==> src/rtl/mem_access_ctrl.sv <==
// mem_access_ctrl: MEM-stage data-memory access sequencer.
// Issues one registered req/ack transaction per load/store presented by the
// EX/MEM register. It holds the pipeline with a global stall while the access
// is outstanding. An access with no ack within TIMEOUT WAIT cycles is aborted
// and reported as a bus error.
// Optional build macro: MEM_ACCESS_PERF_EN adds the stall_cycles and err_count
// performance counters.

module mem_access_ctrl #(
  parameter int unsigned TIMEOUT   = 16,
  parameter logic [31:0] ERR_RDATA = 32'h0000_0000
) (
  input  logic        clk,
  input  logic        pc_rst,
  input  logic        m_mem_rd,
  input  logic        m_mem_wr,
  input  logic [31:0] m_addr,
  input  logic [31:0] m_wdata,
  output logic        mem_req,
  output logic        mem_we,
  output logic [31:0] mem_addr,
  output logic [31:0] mem_wdata,
  input  logic        mem_ack,
  input  logic [31:0] mem_rdata,
  output logic        stall,
  output logic [31:0] rd_data,
  output logic        rd_valid,
  output logic        bus_err
`ifdef MEM_ACCESS_PERF_EN
  ,
  output logic [31:0] stall_cycles,
  output logic [7:0]  err_count
`endif
);

  typedef enum logic [1:0] {
    ST_IDLE = 2'd0,
    ST_WAIT = 2'd1,
    ST_DONE = 2'd2
  } state_t;

  // Last WAIT count before the access is abandoned.
  localparam logic [7:0] CNT_LAST = 8'(TIMEOUT - 1);

  state_t      state_r,   state_nxt_s;
  logic [7:0]  cnt_r,     cnt_nxt_s;
  logic        req_nxt_s, we_nxt_s, rd_valid_nxt_s, bus_err_nxt_s;
  logic [31:0] addr_nxt_s, wdata_nxt_s, rd_data_nxt_s;
  logic        access_s, stall_s;

  assign access_s = m_mem_rd | m_mem_wr;

  // Stall is combinational so the pipeline freezes in the cycle the access
  // is first seen; it is forced low while reset is asserted.
  assign stall = pc_rst & stall_s;

  // Next-state and next-output decode for the access sequencer.
  always_comb begin
    state_nxt_s    = state_r;
    cnt_nxt_s      = cnt_r;
    req_nxt_s      = mem_req;
    we_nxt_s       = mem_we;
    addr_nxt_s     = mem_addr;
    wdata_nxt_s    = mem_wdata;
    rd_data_nxt_s  = rd_data;
    rd_valid_nxt_s = 1'b0;
    bus_err_nxt_s  = 1'b0;
    stall_s        = 1'b0;
    case (state_r)
      ST_IDLE: begin
        stall_s = access_s;
        if (access_s) begin
          // A simultaneous read and write issues as a write.
          addr_nxt_s  = m_addr;
          wdata_nxt_s = m_wdata;
          we_nxt_s    = m_mem_wr;
          req_nxt_s   = 1'b1;
          cnt_nxt_s   = 8'd0;
          state_nxt_s = ST_WAIT;
        end else begin
          req_nxt_s   = 1'b0;
        end
      end
      ST_WAIT: begin
        stall_s = 1'b1;
        if (mem_ack) begin
          // Ack has priority over a timeout landing in the same cycle.
          req_nxt_s   = 1'b0;
          state_nxt_s = ST_DONE;
          if (!mem_we) begin
            rd_data_nxt_s  = mem_rdata;
            rd_valid_nxt_s = 1'b1;
          end else begin
            rd_valid_nxt_s = 1'b0;
          end
        end else if (cnt_r == CNT_LAST) begin
          req_nxt_s     = 1'b0;
          bus_err_nxt_s = 1'b1;
          state_nxt_s   = ST_DONE;
          if (!mem_we) begin
            rd_data_nxt_s  = ERR_RDATA;
            rd_valid_nxt_s = 1'b1;
          end else begin
            rd_valid_nxt_s = 1'b0;
          end
        end else if (cnt_r != 8'hFF) begin
          cnt_nxt_s = cnt_r + 8'd1;
        end else begin
          cnt_nxt_s = cnt_r;
        end
      end
      ST_DONE: begin
        // Pipeline advances on this edge; never re-issue the same instruction.
        state_nxt_s = ST_IDLE;
      end
      default: begin
        req_nxt_s   = 1'b0;
        state_nxt_s = ST_IDLE;
      end
    endcase
  end

  // State, counter and registered memory-interface outputs.
  always_ff @(posedge clk or negedge pc_rst) begin
    if (!pc_rst) begin
      state_r   <= ST_IDLE;
      cnt_r     <= 8'd0;
      mem_req   <= 1'b0;
      mem_we    <= 1'b0;
      mem_addr  <= 32'd0;
      mem_wdata <= 32'd0;
      rd_data   <= 32'd0;
      rd_valid  <= 1'b0;
      bus_err   <= 1'b0;
    end else begin
      state_r   <= state_nxt_s;
      cnt_r     <= cnt_nxt_s;
      mem_req   <= req_nxt_s;
      mem_we    <= we_nxt_s;
      mem_addr  <= addr_nxt_s;
      mem_wdata <= wdata_nxt_s;
      rd_data   <= rd_data_nxt_s;
      rd_valid  <= rd_valid_nxt_s;
      bus_err   <= bus_err_nxt_s;
    end
  end

`ifdef MEM_ACCESS_PERF_EN
  // Performance counters: wrapping stall-cycle count, saturating error count.
  always_ff @(posedge clk or negedge pc_rst) begin
    if (!pc_rst) begin
      stall_cycles <= 32'd0;
      err_count    <= 8'd0;
    end else begin
      if (stall) begin
        stall_cycles <= stall_cycles + 32'd1;
      end else begin
        stall_cycles <= stall_cycles;
      end
      if (bus_err_nxt_s && (err_count != 8'hFF)) begin
        err_count <= err_count + 8'd1;
      end else begin
        err_count <= err_count;
      end
    end
  end
`else
  // No performance counters in this build.
`endif

endmodule

==> config.mk <==
export PLATFORM = sky130hd
export DESIGN_NAME = mem_access_ctrl
export DESIGN_NICKNAME = d
export VERILOG_FILES = /design/src/rtl/mem_access_ctrl.sv
export SDC_FILE = /design/constraint.sdc
export NUM_CORES = 1
export LEC_CHECK = 0
export ABC_AREA = 0
export BUFFER_PORTS_ARGS = -buffer_cell sky130_fd_sc_hd__buf_4
export CAP_MARGIN = 20
export CORE_UTILIZATION = 35
export CTS_BUF_LIST = sky130_fd_sc_hd__clkbuf_4 sky130_fd_sc_hd__clkbuf_8 sky130_fd_sc_hd__clkbuf_16
export DETAILED_ROUTE_END_ITERATION = 12
export SKIP_CTS_REPAIR_TIMING = 1
export SYNTH_ARGS = -nofsm -noshare
export SYNTH_HDL_FRONTEND = slang
export SYNTH_SLANG_ARGS = --single-unit
==> constraint.sdc <==
create_clock -name clk -period 5 [get_ports clk]
set_input_delay 1 -clock clk [delete_from_list [all_inputs] [get_ports clk]]
set_output_delay 1 -clock clk [all_outputs]
set_load 0.03 [all_outputs]
==> reports/summary.txt <==
STATUS
------------------------------------------------------------------------------
Run status                                                        complete, no violations

SETUP PATH
------------------------------------------------------------------------------
End of the worst register-to-register path                        mem_wdata[25]
Buffers plus inverters on the worst setup path                               2
Crit path capture type                                            primary output
Cell breakdown of the critical path                               buf_4 > nor3_1 > nor3b_1 > buf_4
Critical Path Slowest Stage Cell                                  sky130_fd_sc_hd__nor3_1
Largest fanout on the critical path                                          3
Source of the worst register-to-register timing path                state_r[1]
Startpoint-to-endpoint class of the critical path                 primary input to primary output
Most prevalent standard cell on the critical path                 sky130_fd_sc_hd__buf_4
Reg2reg setup slack                                                    2.48 ns
Kind of launch point of the worst setup path                      primary input
Top cell family by delay on the critical path                     simple AND/OR/NAND/NOR gates
Arrival @ worst endpoint                                               1.78 ns
Longest individual stage delay on the worst path                       0.38 ns
Required time at the worst-slack endpoint                              4.00 ns
CP startpoint                                                         m_mem_wr
Logic depth of the worst register-to-register path                           4

FINAL LAYOUT
------------------------------------------------------------------------------
Final net count                                                            584
Combined area of the multi-input logic cells                        1390 sq um
Proportion of layout cells with a drive suffix above 1                   54.9%
Number of antenna cells inserted                                             0
Fill count                                                                1032
Post-route cell area                                                6260 sq um
Synthesis-to-layout area growth                                          46.3%
Sequential Area                                                     2750 sq um

MIN PATH
------------------------------------------------------------------------------
Type of the most critical hold path                               flop to flop
Hold Crit Endpoint                                                mem_addr[12]
Cell depth of the worst hold path                                            1
Origin of the worst min-delay path                                mem_addr[12]

STA
------------------------------------------------------------------------------
Clock Skew                                                          0.00675 ns
Worst hold margin                                                     0.487 ns
Fmax                                                                   359 MHz
Min setup slack post-route                                             2.22 ns
RSZ-0062 raised after global routing                                     false
Number of endpoints failing setup at the final stage                         0
Final Critical Period                                                  2.78 ns
Final total negative setup slack                                          0 ns
Normalized max-slew margin                                               29.5%
Final Hold Vio Count                                                         0
Final Max Tran Viols                                                         0
Least-Margin Pin Slew                                                  1.06 ns
Final period utilization                                                 55.7%

PLACED DESIGN
------------------------------------------------------------------------------
Number of port buffers                                                     201
Final HPWL from detailed placement                                     7.13 mm
Routability congestion estimate from global placement                    0.772
Post-placement setup slack                                             2.01 ns
Cell area reported after detailed placement                         5890 sq um

FLOORPLAN
------------------------------------------------------------------------------
Core Rows                                                                   40
Core region area                                                   12000 sq um
Number of ports placed on the die boundary                                 202
Horizontal extent of the die                                            113 um
Initial Utilization                                                      35.8%
Overall die height                                                      113 um
Full die area                                                      12700 sq um

SYNTH
------------------------------------------------------------------------------
Largest area contributor in the synthesized netlist               sky130_fd_sc_hd__dfrtp_1
Ys Warns                                                                     0
Yosys reg bits                                                             110
Most instantiated library cell after synthesis                    sky130_fd_sc_hd__dfrtp_1
Area fraction of the dominant cell type after synthesis                  64.3%
Leading post-synthesis cells by cell area                         sky130_fd_sc_hd__dfrtp_1, sky130_fd_sc_hd__mux2_2, sky130_fd_sc_hd__mux2_1
FFs w/ async S/R, synth                                                   100%
Post-synth cell types                                                       40
Part of the Yosys area used for sequential elements                      64.3%
Synthesized Nets                                                           384
Most common library cells after synthesis                         sky130_fd_sc_hd__dfrtp_1, sky130_fd_sc_hd__mux2_2, sky130_fd_sc_hd__a22o_1
Number of instances in the synthesized netlist                             282
Number of enable flip-flop cells after synthesis                             0
Area of the mapped netlist                                          4280 sq um
Primary flip-flop cell chosen by synthesis mapping                sky130_fd_sc_hd__dfrtp_1
Average cell area after synthesis                                   15.2 sq um

POWER AND IR DROP
------------------------------------------------------------------------------
Leakage power summed over all cells                                    3.05 nW
Net switching power                                                  0.00185 W
Total power                                                          0.00462 W
Switching share of total power                                           40.1%
Largest voltage drop on the vdd net                                 0.000334 V
Clock share of power                                                     17.6%
Share of total power in combinational logic                              49.1%
Internal cell power                                                  0.00277 W
Total power per unit cell area                                     737 nW/um^2
Flop pwr share                                                           33.3%

CLOCK TREE
------------------------------------------------------------------------------
Clock-pin transition on the worst setup and hold timing paths          0.06 ns
Num Clock Sinks                                                            110
Clock buffer count from CTS                                                  9
H-tree level count                                                           3
Clock tree from TritonCTS                                                built
Buffer type at the clock tree root                                sky130_fd_sc_hd__clkbuf_16
Clock latency at the later pin of the worst-skew pair                  0.35 ns
Buffer levels on the longest clock path                                      2

ROUTE
------------------------------------------------------------------------------
Number of nets with antenna violations after detailed routing                0
Remaining routing DRC violations                                             0
Average vias per placed instance                                          4.96
Number of detailed-routing iterations run before antenna repair              4
Routed length per instance                                             16.1 um
Total number of vias                                                      3141
Final WL                                                               10.2 mm
Iter 0 DRT Violations                                                      103

GRT
------------------------------------------------------------------------------
Pin count of the biggest net entering global routing                        64
Global route total overflow                                                  0
Antenna violations before repair                                             0
Total global-route track usage                                           16.7%
Via count of the first global-routing pass                                3259
Global-route wire length before repair                                 16.2 mm

FLOW RUN
------------------------------------------------------------------------------
Max-capacitance violation count                                              0

## through the flow
| stage | std cells | util (%) |
|---|---|---|
| final | 633 | 52.4 |
| after global routing | 633 | 52.4 |
| after CTS | 632 | 52.1 |
| after detailed placement | 617 | 49.3 |
| after global placement | 616 | 49.2 |
| after floorplan | 282 | - |
## power groups by stage
stage / clock (W) / sequential (W) / combinational (W)
floorplan: 0 / 0.00231 / 0.000643
global placement: 0 / 0.00153 / 0.00226
detailed placement: 0 / 0.00154 / 0.00228
CTS: 0.000842 / 0.00154 / 0.00228
global route: 0.000872 / 0.00159 / 0.00239
finish: 0.000813 / 0.00154 / 0.00227
## sequential cells by signal (all words and copies together) (netlist names)
name	flops
rd_valid	1
mem_req	1
mem_wdata	32
cnt_r	8
mem_addr	32
rd_data	32
state_r	2
bus_err	1
mem_we	1
## cells by family (layout without fill, tap and decap cells)
group	after synthesis	in the layout	synth area share, %
AND/OR/NAND/NOR	24	24	3.86
buffers and inverters	22	226	3.33
AO/OA/AOI/OAI	61	61	11.4
multiplexers	64	64	16.8
adder cells (fa/ha/maj)	1	1	0.292
flip-flops	110	110	64.3
## cell type report
| cell class | count | share of cell area, % |
|---|---|---|
| Sequential cell | 110 | 43.9 |
| Inverter | 5 | 0.300 |
| Timing Repair Buffer | 206 | 25.1 |
| Multi-Input combinational cell | 150 | 22.2 |
| Clock buffer | 11 | 3.94 |
| Clock inverter | 4 | 1.52 |
| Tap cell | 147 | 2.94 |
## worst max path at each step
stage | slack (ns) | cells past startpoint | to
3_5_place_dp | 2.01 | 4 | mem_addr[1]
5_1_grt | 2.16 | 4 | stall
2_1_floorplan | 2.20 | 2 | stall
3_3_place_gp | 2.04 | 4 | mem_wdata[19]
6_report | 2.22 | 4 | stall
4_1_cts | 2.22 | 4 | stall
## cell usage in the layout (no fill, tap or decap), drive strengths merged, types with 2 or more instances in the layout
cell / n
nor2: 2
nand2: 4
a21oi: 4
and4: 2
nand3: 3
clkbuf: 11
nor3: 4
inv: 5
o21ai: 9
mux2: 64
a22o: 33
buf: 206
bufinv: 3
a31oi: 5
nand4: 2
dfrtp: 110
## per-layer routing
| layer | wire length [um] | global-route usage (%) | vias up | part of all wire (%) |
|---|---|---|---|---|
| met5 | 0 | 0 | - | 0 |
| li1 | - | - | 1450 | - |
| met1 | 4190 | 19.9 | 1556 | 41 |
| met3 | 675 | 4.54 | 15 | 6.6 |
| met2 | 5060 | 27.4 | 120 | 50 |
| met4 | 268 | 9.24 | 0 | 2.6 |
## worst reg2reg max path: stages, from the launching register on
cell and delay [ns]:
sky130_fd_sc_hd__dfrtp_1 0.46, sky130_fd_sc_hd__nor2_1 0.20, sky130_fd_sc_hd__o21a_2 0.87, sky130_fd_sc_hd__buf_4 0.50, sky130_fd_sc_hd__mux2_2 0.38
Note: power is estimated with default switching activity, not from simulation.
